### config.mk
export PLATFORM = sky130hd
export DESIGN_NAME = ucode_loader
export DESIGN_NICKNAME = d
export VERILOG_FILES = /design/src/rtl/ucode_loader_pkg.sv /design/src/rtl/ucode_loader_word_assembler.sv /design/src/rtl/ucode_loader.sv
export SDC_FILE = /design/constraint.sdc
export NUM_CORES = 1
export LEC_CHECK = 0
export ABC_AREA = 1
export BUFFER_PORTS_ARGS = -buffer_cell sky130_fd_sc_hd__buf_2
export CAP_MARGIN = 5
export CORE_MARGIN = 8
export CORE_UTILIZATION = 40
export CTS_BUF_LIST = sky130_fd_sc_hd__clkbuf_8
export CTS_CLUSTER_SIZE = 28
export DETAILED_ROUTE_END_ITERATION = 16
export HOLD_SLACK_MARGIN = 0.03
export PLACE_DENSITY = 0.59
export SYNTH_ARGS = -nofsm -noshare
export SYNTH_HDL_FRONTEND = slang
export SYNTH_SLANG_ARGS = --single-unit
### constraint.sdc
create_clock -name clock -period 4.03 [get_ports clock]
set_input_delay 0 -clock clock [delete_from_list [all_inputs] [get_ports clock]]
set_output_delay 0 -clock clock [all_outputs]
set_load 0.05 [all_outputs]
### src/rtl/ucode_loader_pkg.sv
// Shared definitions for the microcode loader: FSM encoding and stream framing constants.
package ucode_loader_pkg;

    localparam int HDR_BYTES = 2;

    typedef enum logic [2:0] {
        ST_IDLE   = 3'd0,
        ST_HDR_LO = 3'd1,
        ST_HDR_HI = 3'd2,
        ST_DATA   = 3'd3,
        ST_WRITE  = 3'd4,
        ST_DONE   = 3'd5,
        ST_ERROR  = 3'd6
    } state_e;

    function automatic int bytes_per_word(input int word_width);
        return (word_width + 7) / 8;
    endfunction

endpackage

### src/rtl/ucode_loader_word_assembler.sv
// Little-endian byte-to-word assembly register with byte counter.
module word_assembler
    import ucode_loader_pkg::*;
#(
    parameter int WORD_WIDTH = 47
) (
    input  logic                  clock,
    input  logic                  reset,
    input  logic                  clear_i,
    input  logic                  shift_i,
    input  logic [7:0]            byte_i,
    output logic [WORD_WIDTH-1:0] word_next_o,
    output logic                  last_byte_o
);

    localparam int BPW     = bytes_per_word(WORD_WIDTH);
    localparam int CW      = $clog2(BPW);
    localparam int HOLD_W  = 8 * (BPW - 1);

    // Only the earlier BPW-1 bytes need storage; the final byte is merged
    // combinationally so the full word is available on its transfer edge.
    logic [HOLD_W-1:0] asm_q, asm_d;
    logic [CW-1:0]     cnt_q, cnt_d;
    logic [8*BPW-1:0]  asm_next;

    assign asm_next    = {byte_i, asm_q};
    assign word_next_o = asm_next[WORD_WIDTH-1:0];
    assign last_byte_o = (cnt_q == CW'(BPW - 1));

    always_comb begin
        asm_d = asm_q;
        cnt_d = cnt_q;
        if (clear_i) begin
            cnt_d = '0;
        end else if (shift_i) begin
            asm_d = asm_next[8*BPW-1:8];
            cnt_d = last_byte_o ? '0 : cnt_q + CW'(1);
        end
    end

    always_ff @(posedge clock) begin
        if (reset) begin
            asm_q <= '0;
            cnt_q <= '0;
        end else begin
            asm_q <= asm_d;
            cnt_q <= cnt_d;
        end
    end

endmodule

### src/rtl/ucode_loader.sv
// Streams microcode bytes into the writable control store and holds the
// sequencer in reset until a complete load has been written.
module ucode_loader
    import ucode_loader_pkg::*;
#(
    parameter int ADDR_WIDTH = 13,
    parameter int WORD_WIDTH = 47
) (
    input  logic                  clock,
    input  logic                  reset,
    input  logic                  start,
    input  logic [7:0]            in_data,
    input  logic                  in_valid,
    output logic                  in_ready,
    output logic                  we,
    output logic [ADDR_WIDTH-1:0] waddr,
    output logic [WORD_WIDTH-1:0] wdata,
    output logic                  seq_hold,
    output logic                  done,
    output logic                  error,
    output state_e                dbg_state_o
);

    localparam int BYTES_PER_WORD = bytes_per_word(WORD_WIDTH);
    localparam logic [16:0] DEPTH = 17'(2 ** ADDR_WIDTH);

    // Handshake: a byte moves on any rising edge where in_valid && in_ready;
    // in_valid may drop at any time and in_ready depends only on state.
    state_e                state_q, state_d;
    logic [15:0]           count_q, count_d;
    logic [ADDR_WIDTH-1:0] addr_q, addr_d;
    logic [ADDR_WIDTH-1:0] waddr_q, waddr_d;
    logic [WORD_WIDTH-1:0] wdata_q, wdata_d;
    logic                  asm_shift, asm_clear, asm_last;
    logic [WORD_WIDTH-1:0] asm_word_next;
    logic                  xfer;
    logic [16:0]           hdr_count;
    logic                  last_word;

    word_assembler #(.WORD_WIDTH(WORD_WIDTH)) u_asm (
        .clock       (clock),
        .reset       (reset),
        .clear_i     (asm_clear),
        .shift_i     (asm_shift),
        .byte_i      (in_data),
        .word_next_o (asm_word_next),
        .last_byte_o (asm_last)
    );

    assign in_ready  = (state_q == ST_HDR_LO) || (state_q == ST_HDR_HI) || (state_q == ST_DATA);
    assign xfer      = in_valid && in_ready;
    assign hdr_count = {1'b0, in_data, count_q[7:0]};
    // 17-bit compare so a count equal to the full store depth ends cleanly.
    assign last_word = ((17'(addr_q) + 17'd1) == {1'b0, count_q});

    always_comb begin
        state_d   = state_q;
        count_d   = count_q;
        addr_d    = addr_q;
        waddr_d   = waddr_q;
        wdata_d   = wdata_q;
        asm_shift = 1'b0;
        asm_clear = 1'b0;
        unique case (state_q)
            ST_IDLE, ST_DONE, ST_ERROR: begin
                if (start) state_d = ST_HDR_LO;
            end
            ST_HDR_LO: begin
                if (xfer) begin
                    count_d[7:0] = in_data;
                    state_d      = ST_HDR_HI;
                end
            end
            ST_HDR_HI: begin
                if (xfer) begin
                    count_d[15:8] = in_data;
                    if (hdr_count == 17'd0) begin
                        state_d = ST_DONE;
                    end else if (hdr_count > DEPTH) begin
                        state_d = ST_ERROR;
                    end else begin
                        asm_clear = 1'b1;
                        addr_d    = '0;
                        state_d   = ST_DATA;
                    end
                end
            end
            ST_DATA: begin
                if (xfer) begin
                    asm_shift = 1'b1;
                    if (asm_last) begin
                        waddr_d = addr_q;
                        wdata_d = asm_word_next;
                        state_d = ST_WRITE;
                    end
                end
            end
            ST_WRITE: begin
                if (last_word) begin
                    state_d = ST_DONE;
                end else begin
                    addr_d    = addr_q + {{(ADDR_WIDTH-1){1'b0}}, 1'b1};
                    asm_clear = 1'b1;
                    state_d   = ST_DATA;
                end
            end
            default: state_d = ST_IDLE;
        endcase
    end

    always_ff @(posedge clock) begin
        if (reset) begin
            state_q <= ST_IDLE;
            count_q <= '0;
            addr_q  <= '0;
            waddr_q <= '0;
            wdata_q <= '0;
        end else begin
            state_q <= state_d;
            count_q <= count_d;
            addr_q  <= addr_d;
            waddr_q <= waddr_d;
            wdata_q <= wdata_d;
        end
    end

    assign we          = (state_q == ST_WRITE);
    assign waddr       = waddr_q;
    assign wdata       = wdata_q;
    assign seq_hold    = (state_q != ST_DONE);
    assign done        = (state_q == ST_DONE);
    assign error       = (state_q == ST_ERROR);
    assign dbg_state_o = state_q;

endmodule

### Word-level counts from Yosys, hierarchy flattened

Cells that the tools add are included.

| storage, ports and cells | value |
|---|---|
| bits in read-only memories | 0 |
| bits in latches | 0 |
| memories kept | 0 |
| logic and storage cells | 66 |
| input port bits | 12 |
| register bits | 135 |
| output and inout port bits | 68 |
| bits in writable memories | 0 |

| cells by class | value |
|---|---|
| multipliers | 0 |
| shift-type cells | 0 |
| bitwise gates (word level) | 1 |
| muxes and demuxes | 22 |
| order comparisons | 1 |
| divide/modulo/power cells | 0 |
| equal/unequal tests | 17 |
| add/subtract/negate cells | 3 |
| reduce and logical (&&, ||, !) cells | 14 |

Operator list:

| operator | number |
|---|---|
| 13-bit 2-to-1 mux | 4 |
| 3-bit 2-to-1 mux | 9 |
| 13-bit one-hot mux with 2 select lines | 1 |
| 17-bit zero test | 1 |
| 14-bit by 16-bit equality test with 1-bit output | 1 |
| 16-bit by 14-bit > comparator with 1-bit output (second input constant) | 1 |
| 3-bit one-hot mux with 5 select lines | 1 |
| 13-bit by 1-bit adder with 14-bit output (second input constant) | 1 |
| 2-bit inequality test (second input constant) | 7 |
| 13-bit by 1-bit adder with 13-bit output (second input constant) | 1 |
| 3-bit equality test (second input constant) | 4 |
| 5-bit AND reduction | 2 |
| 3-bit by 2-bit equality test with 1-bit output (second input constant) | 2 |
| 1-bit 2-to-1 mux | 6 |
| 2-bit AND reduction | 3 |
| 3-bit by 1-bit adder with 3-bit output (second input constant) | 1 |
| 3-bit by 1-bit equality test with 1-bit output (second input constant) | 1 |
| 3-bit zero test | 1 |
| 3-bit inequality test (second input constant) | 1 |
| 3-bit AND reduction | 1 |
| 3-bit OR reduction | 1 |
| 1-bit logical OR | 2 |
| 2-bit by 1-bit inequality test with 1-bit output (second input constant) | 1 |
| 1-bit one-hot mux with 2 select lines | 1 |
| other kinds (4) | 4 |

### Depth between registers and ports, before layout

| depth | value |
|---|---|
| depth after elaboration | 8 |
| depth in mapped cells | 16 |
| depth with buffers taken out | 16 |

### By module

From an unflattened synthesis, not the netlist that was laid out.

| unflattened totals | value |
|---|---|
| cell total of the unflattened synthesis | 860 |
| area total of the unflattened synthesis | 5,994.5 sq um |

By module, submodules not included:

| module | sequential area each (sq um) | times used | area each (sq um) | cells each |
|---|---|---|---|---|
| ucode_loader | 1,841.8 | 1 | 4,080.2 | 571 |
| word_assembler | 860.8 | 1 | 1,914.3 | 289 |

### Least setup slack after synthesis

Ideal clock, no wire load.

| timing path | value |
|---|---|
| kind | register to register |
| from | reg state_q[2], in the netlist dbg_state_o[2] |
| to | reg addr_q[11] |
| arrival | 2.128 ns |
| cell stages (with the launch flop) | 7 |
| setup time | 0.070 ns |
| setup slack | 1.832 ns |
| required time | 3.960 ns |
| buffers on the path | 2 |
| clock period less this slack | 2.198 ns |
| path through | dfxtp_1 -> clkbuf_1 -> nand2_1 -> inv_1 -> buf_1 -> nand4_1 -> a21oi_1 |

| on the way | value |
|---|---|
| elaborated cells between the ends (all ways) | 14 |
| those cells by class | eq/ne (8); mux (1); reduce/logical (5) |

RTL lines:

| what | line | source |
|---|---|---|
| from (decl) | ucode_loader.sv:29 | `state_e state_q, state_d;` |
| from (signal assigned) | ucode_loader.sv:119 | `state_q <= state_d;` |
| 3-bit equality test (*) | - |  |
| net we | ucode_loader.sv:15 | `output logic we,` |
| 2-bit inequality test (no line) or 2-bit nonzero test (tied branches) | - |  |
| 5-bit AND reduction (no line) | - |  |
| to (signal assigned) | ucode_loader.sv:121 | `addr_q <= addr_d;` |
| to (decl) | ucode_loader.sv:31 | `logic [ADDR_WIDTH-1:0] addr_q, addr_d;` |

The timed path passes the listed nets; every way through them passes the cells marked *.
A chain may end at the register's enable or synchronous reset.

### Worst setup path after layout

| timing path | value |
|---|---|
| from | reg u_asm.cnt_q[0] |
| to | reg waddr_q[10], in the netlist waddr[10] |

| on the way | value |
|---|---|
| longest elaborated chain between the ends | 2 |

RTL lines:

| what | line | source |
|---|---|---|
| from (decl) | ucode_loader_word_assembler.sv:23 | `logic [CW-1:0] cnt_q, cnt_d;` |
| from (signal assigned) | ucode_loader_word_assembler.sv:47 | `cnt_q <= cnt_d;` |
| 3-bit equality test | ucode_loader_word_assembler.sv:28 | `assign last_byte_o = (cnt_q == CW'(BPW - 1));` |
| 3-bit AND reduction (no line) | - |  |
| to (signal assigned) | ucode_loader.sv:122 | `waddr_q <= waddr_d;` |
| to (decl) | ucode_loader.sv:32 | `logic [ADDR_WIDTH-1:0] waddr_q, waddr_d;` |

Every way passes these cells.

==> metrics.md <==
| Metric | Value |
|---|---|
| Max_cap viols | 0 |
| Cts repair resizes | 0 |
| Grt ovf | 0 |
| CP most frequent cell | buf_4 |
| Io pins | 80 |
| Fmax achieved | 382 MHz |
| Period utilization | 0.649 |
| Final count of pins violating max slew | 0 |
| Global-route wire length before repair | 24900 um |
| # H-tree levels | 4 |
| CP Launch Point | u_asm.cnt_q[0]$_SDFFE_PP0P_ |
| Synth unique cells | 24 |
| Worst Path Arrival | 2.99 ns |
| Gate Count Post-Synth | 751 |
| Setup TNS | 0 ns |
| GRT Util Overall | 0.172 |
| Ys Warns | 0 |
| Antenna-violating nets left | 0 |
| Synth Cell Area | 5440 sq um |
| Max stage delay on crit path | 0.72 ns |
| Final nets | 835 |
| Outcome | finished clean |
| Vias in the first global route | 5009 |
| CP Class | reg -> reg |
| WL/cell | approximately 15 um |
| Syn_area_per_cell | 7.24 sq um |
| Core box area | ~13000 sq um |
| Root Driver | clkbuf_8 |
| Clock tree sinks | approximately 140 |
| Worst setup margin | 1.41 ns |
| Filler cells | 1371 |
| Required time of the critical path | about 4.4 ns |
| Dpl cells | 970 |
| Syn_nets | between 700 and 800 |
| Delay-heaviest family, CP | buffers and inverters |
| Clock Path Buffers | 2 |
| Critical Path Source Type | flop |
| Min Clock Period, post-route | 2.62 ns |
| Via count | roughly 5200 |
| DRC viols | 0 |
| FF-to-FF setup slack | 1.41 ns |
| Routability-driven placement congestion ratio | 0.858 |
| Yosys reg bits | 135 |
| Non-filler cells, final | 1011 |
| Final hold slack | 0.0575 ns |
| Unrepaired setup endpoints after global routing | no |
| Starting Density | 0.411 |
| Drt initial violations | 432 |
| Die Area | 17600 sq um |
| Worst min path class | in -> reg |
| Critical path's slowest cell | inv_2 |
| HPWL after detailed placement | 10400 um |
| Diode count | 0 |
| Worst path bufs/invs | 4 |
| Worst-Margin Slew | around 1.0 ns |
| CTS tree | done |
| Part of the Yosys area used for sequential elements | 0.497 |
| Initial antenna violation count | 0 |
| Total Wirelength | 15000 um |
| Largest net degree at the start of global routing | 78 |
| Fin Clk Skew | 0.00945 ns |
| Reg clk slew, reported paths | 0.07 ns |
| Setup Buffers After CTS | 0 |
| # setup viols final | 0 |
| Hold wc startpoint | start |
| Worst-Skew Late Latency | 0.45 ns |
| Site Rows | 42 |
| RR Startpoint | u_asm.cnt_q[0]$_SDFFE_PP0P_ |
| Max-Slew Margin vs Limit | 0.310 |
| Peak VDD IR | 0.000250 V |
| Area Overhead vs Synth | 18.7% |
| Critical Path, Cell by Cell | inv_1, nor4_1, nand2_1, buf_4, inv_2, buf_4, o21ai_0, a21oi_1 |
| Total Power Consumption | 3.20 mW |
| Cell Pwr Density | 496 nW/um^2 |
| Vias per cell | 5.11 |
| Endpoints failing hold | 0 |
| Die H | 133 um |
| Die X | 133 um |
| Leakage | 2.75 nW |
| Worst-path fanout max | 66 |
| Share of cells above drive strength 1 | 0.152 |
| Pre-CTS setup slack | around 1.4 ns |
| CTS Buf Count | 17 |
| I/O Buffers | 79 |
| Crit. End Element | flop |
| DR pass1 iterations | 7 |
-- cells in the mapped netlist --
master,count,area (sq um)
ha_1,1,12.5
nand3_2,1,10.0
buf_1,1,3.75
clkinv_1,1,3.75
inv_2,1,3.75
dfxtp_1,135,2700
a21oi_1,85,425
nand2_4,1,11.3
nor2_2,2,12.5
nor2_1,133,499
buf_6,1,11.3
nand2_1,106,398
nor3_1,2,10.0
inv_1,62,233
clkbuf_1,37,139
nor4_1,3,18.8
nor2_4,3,33.8
o21ai_0,120,601
nand3_1,35,175
nand4_1,16,100
buf_2,1,5.00
or2_2,2,12.5
a31oi_1,1,6.26
o221ai_1,1,8.76
-- cell type report --
type	instances	area (sq um)	share of cell area
clock buffers	17	234	0.0363
flip-flops and latches	135	2700	0.419
inverters	64	240	0.0372
clock inverters	15	204	0.0316
repair buffers	92	515	0.0799
multi-input cells	512	2340	0.362
well taps	176	220	0.0341
-- tightest hold or removal path: cells and delay by family --
family	cells	cell delay [ns]
AOI/OAI and AO/OA	2	0.27
buffers and inverters	1	0.08
and+or+nand+nor	1	0.11
-- sequential cells by signal (all words and copies together), names as in the netlist --
register	count
u_asm.asm_q	40
count_q	16
addr_q	13
u_asm.cnt_q	3
wdata	47
waddr	13
dbg_state_o	3
-- logic make-up after synthesis --
family	share of synthesized area
buf+inv	0.0734
compound gates	0.191
flops	0.497
simple gates	0.236
fa+ha+maj	0.00230
-- per-stage QoR --
| stage | cell area, sq um | utilization |
|---|---|---|
| after floorplan | 5440 | - |
| after global placement | 5930 | 0.447 |
| after detailed placement | 5930 | 0.447 |
| after CTS | 6450 | 0.487 |
| after global routing | 6450 | 0.487 |
| final | 6450 | 0.487 |
-- per-layer routing --
layer,global-route usage,vias up,part of all wire
li1,-,2621,-
met1,0.217,2333,0.46
met2,0.271,184,0.46
met3,0.0503,33,0.059
met4,0.0618,0,0.018
met5,0,-,0
-- where the power goes --
group / switching (mW) / internal (mW)
Sequential: 0.0581 / 1.41
Clock: 0.543 / 0.678
Combinational: 0.373 / 0.143
Total: 0.974 / 2.23
-- final timing paths --
kind                            endpoint  cells past startpoint
max reg2reg       waddr[10]$_SDFFE_PP0P_                      8
min          dbg_state_o[0]$_SDFFE_PP0P_                      4
max               waddr[10]$_SDFFE_PP0P_                      8
min reg2reg     count_q[14]$_SDFFE_PP0P_                      2
-- cells in the final DEF, fill, tap and decap left out, types with 4 or more instances in the layout --
master,n
a21oi_1,85
buf_2,79
buf_4,4
bufinv_16,4
clkbuf_8,17
clkinv_4,4
dfxtp_1,135
dlygate4sd3_1,9
inv_1,62
nand2_1,106
nand3_1,35
nand4_1,16
nor2_1,132
o21ai_0,120
-- what timing repair did --
item,4_1_cts,5_1_grt
endpoints found under the hold margin,45,0
hold buffers,9,0
endpoints found under the setup margin,0,0
No activity file was read; power rests on OpenSTA's default activity.
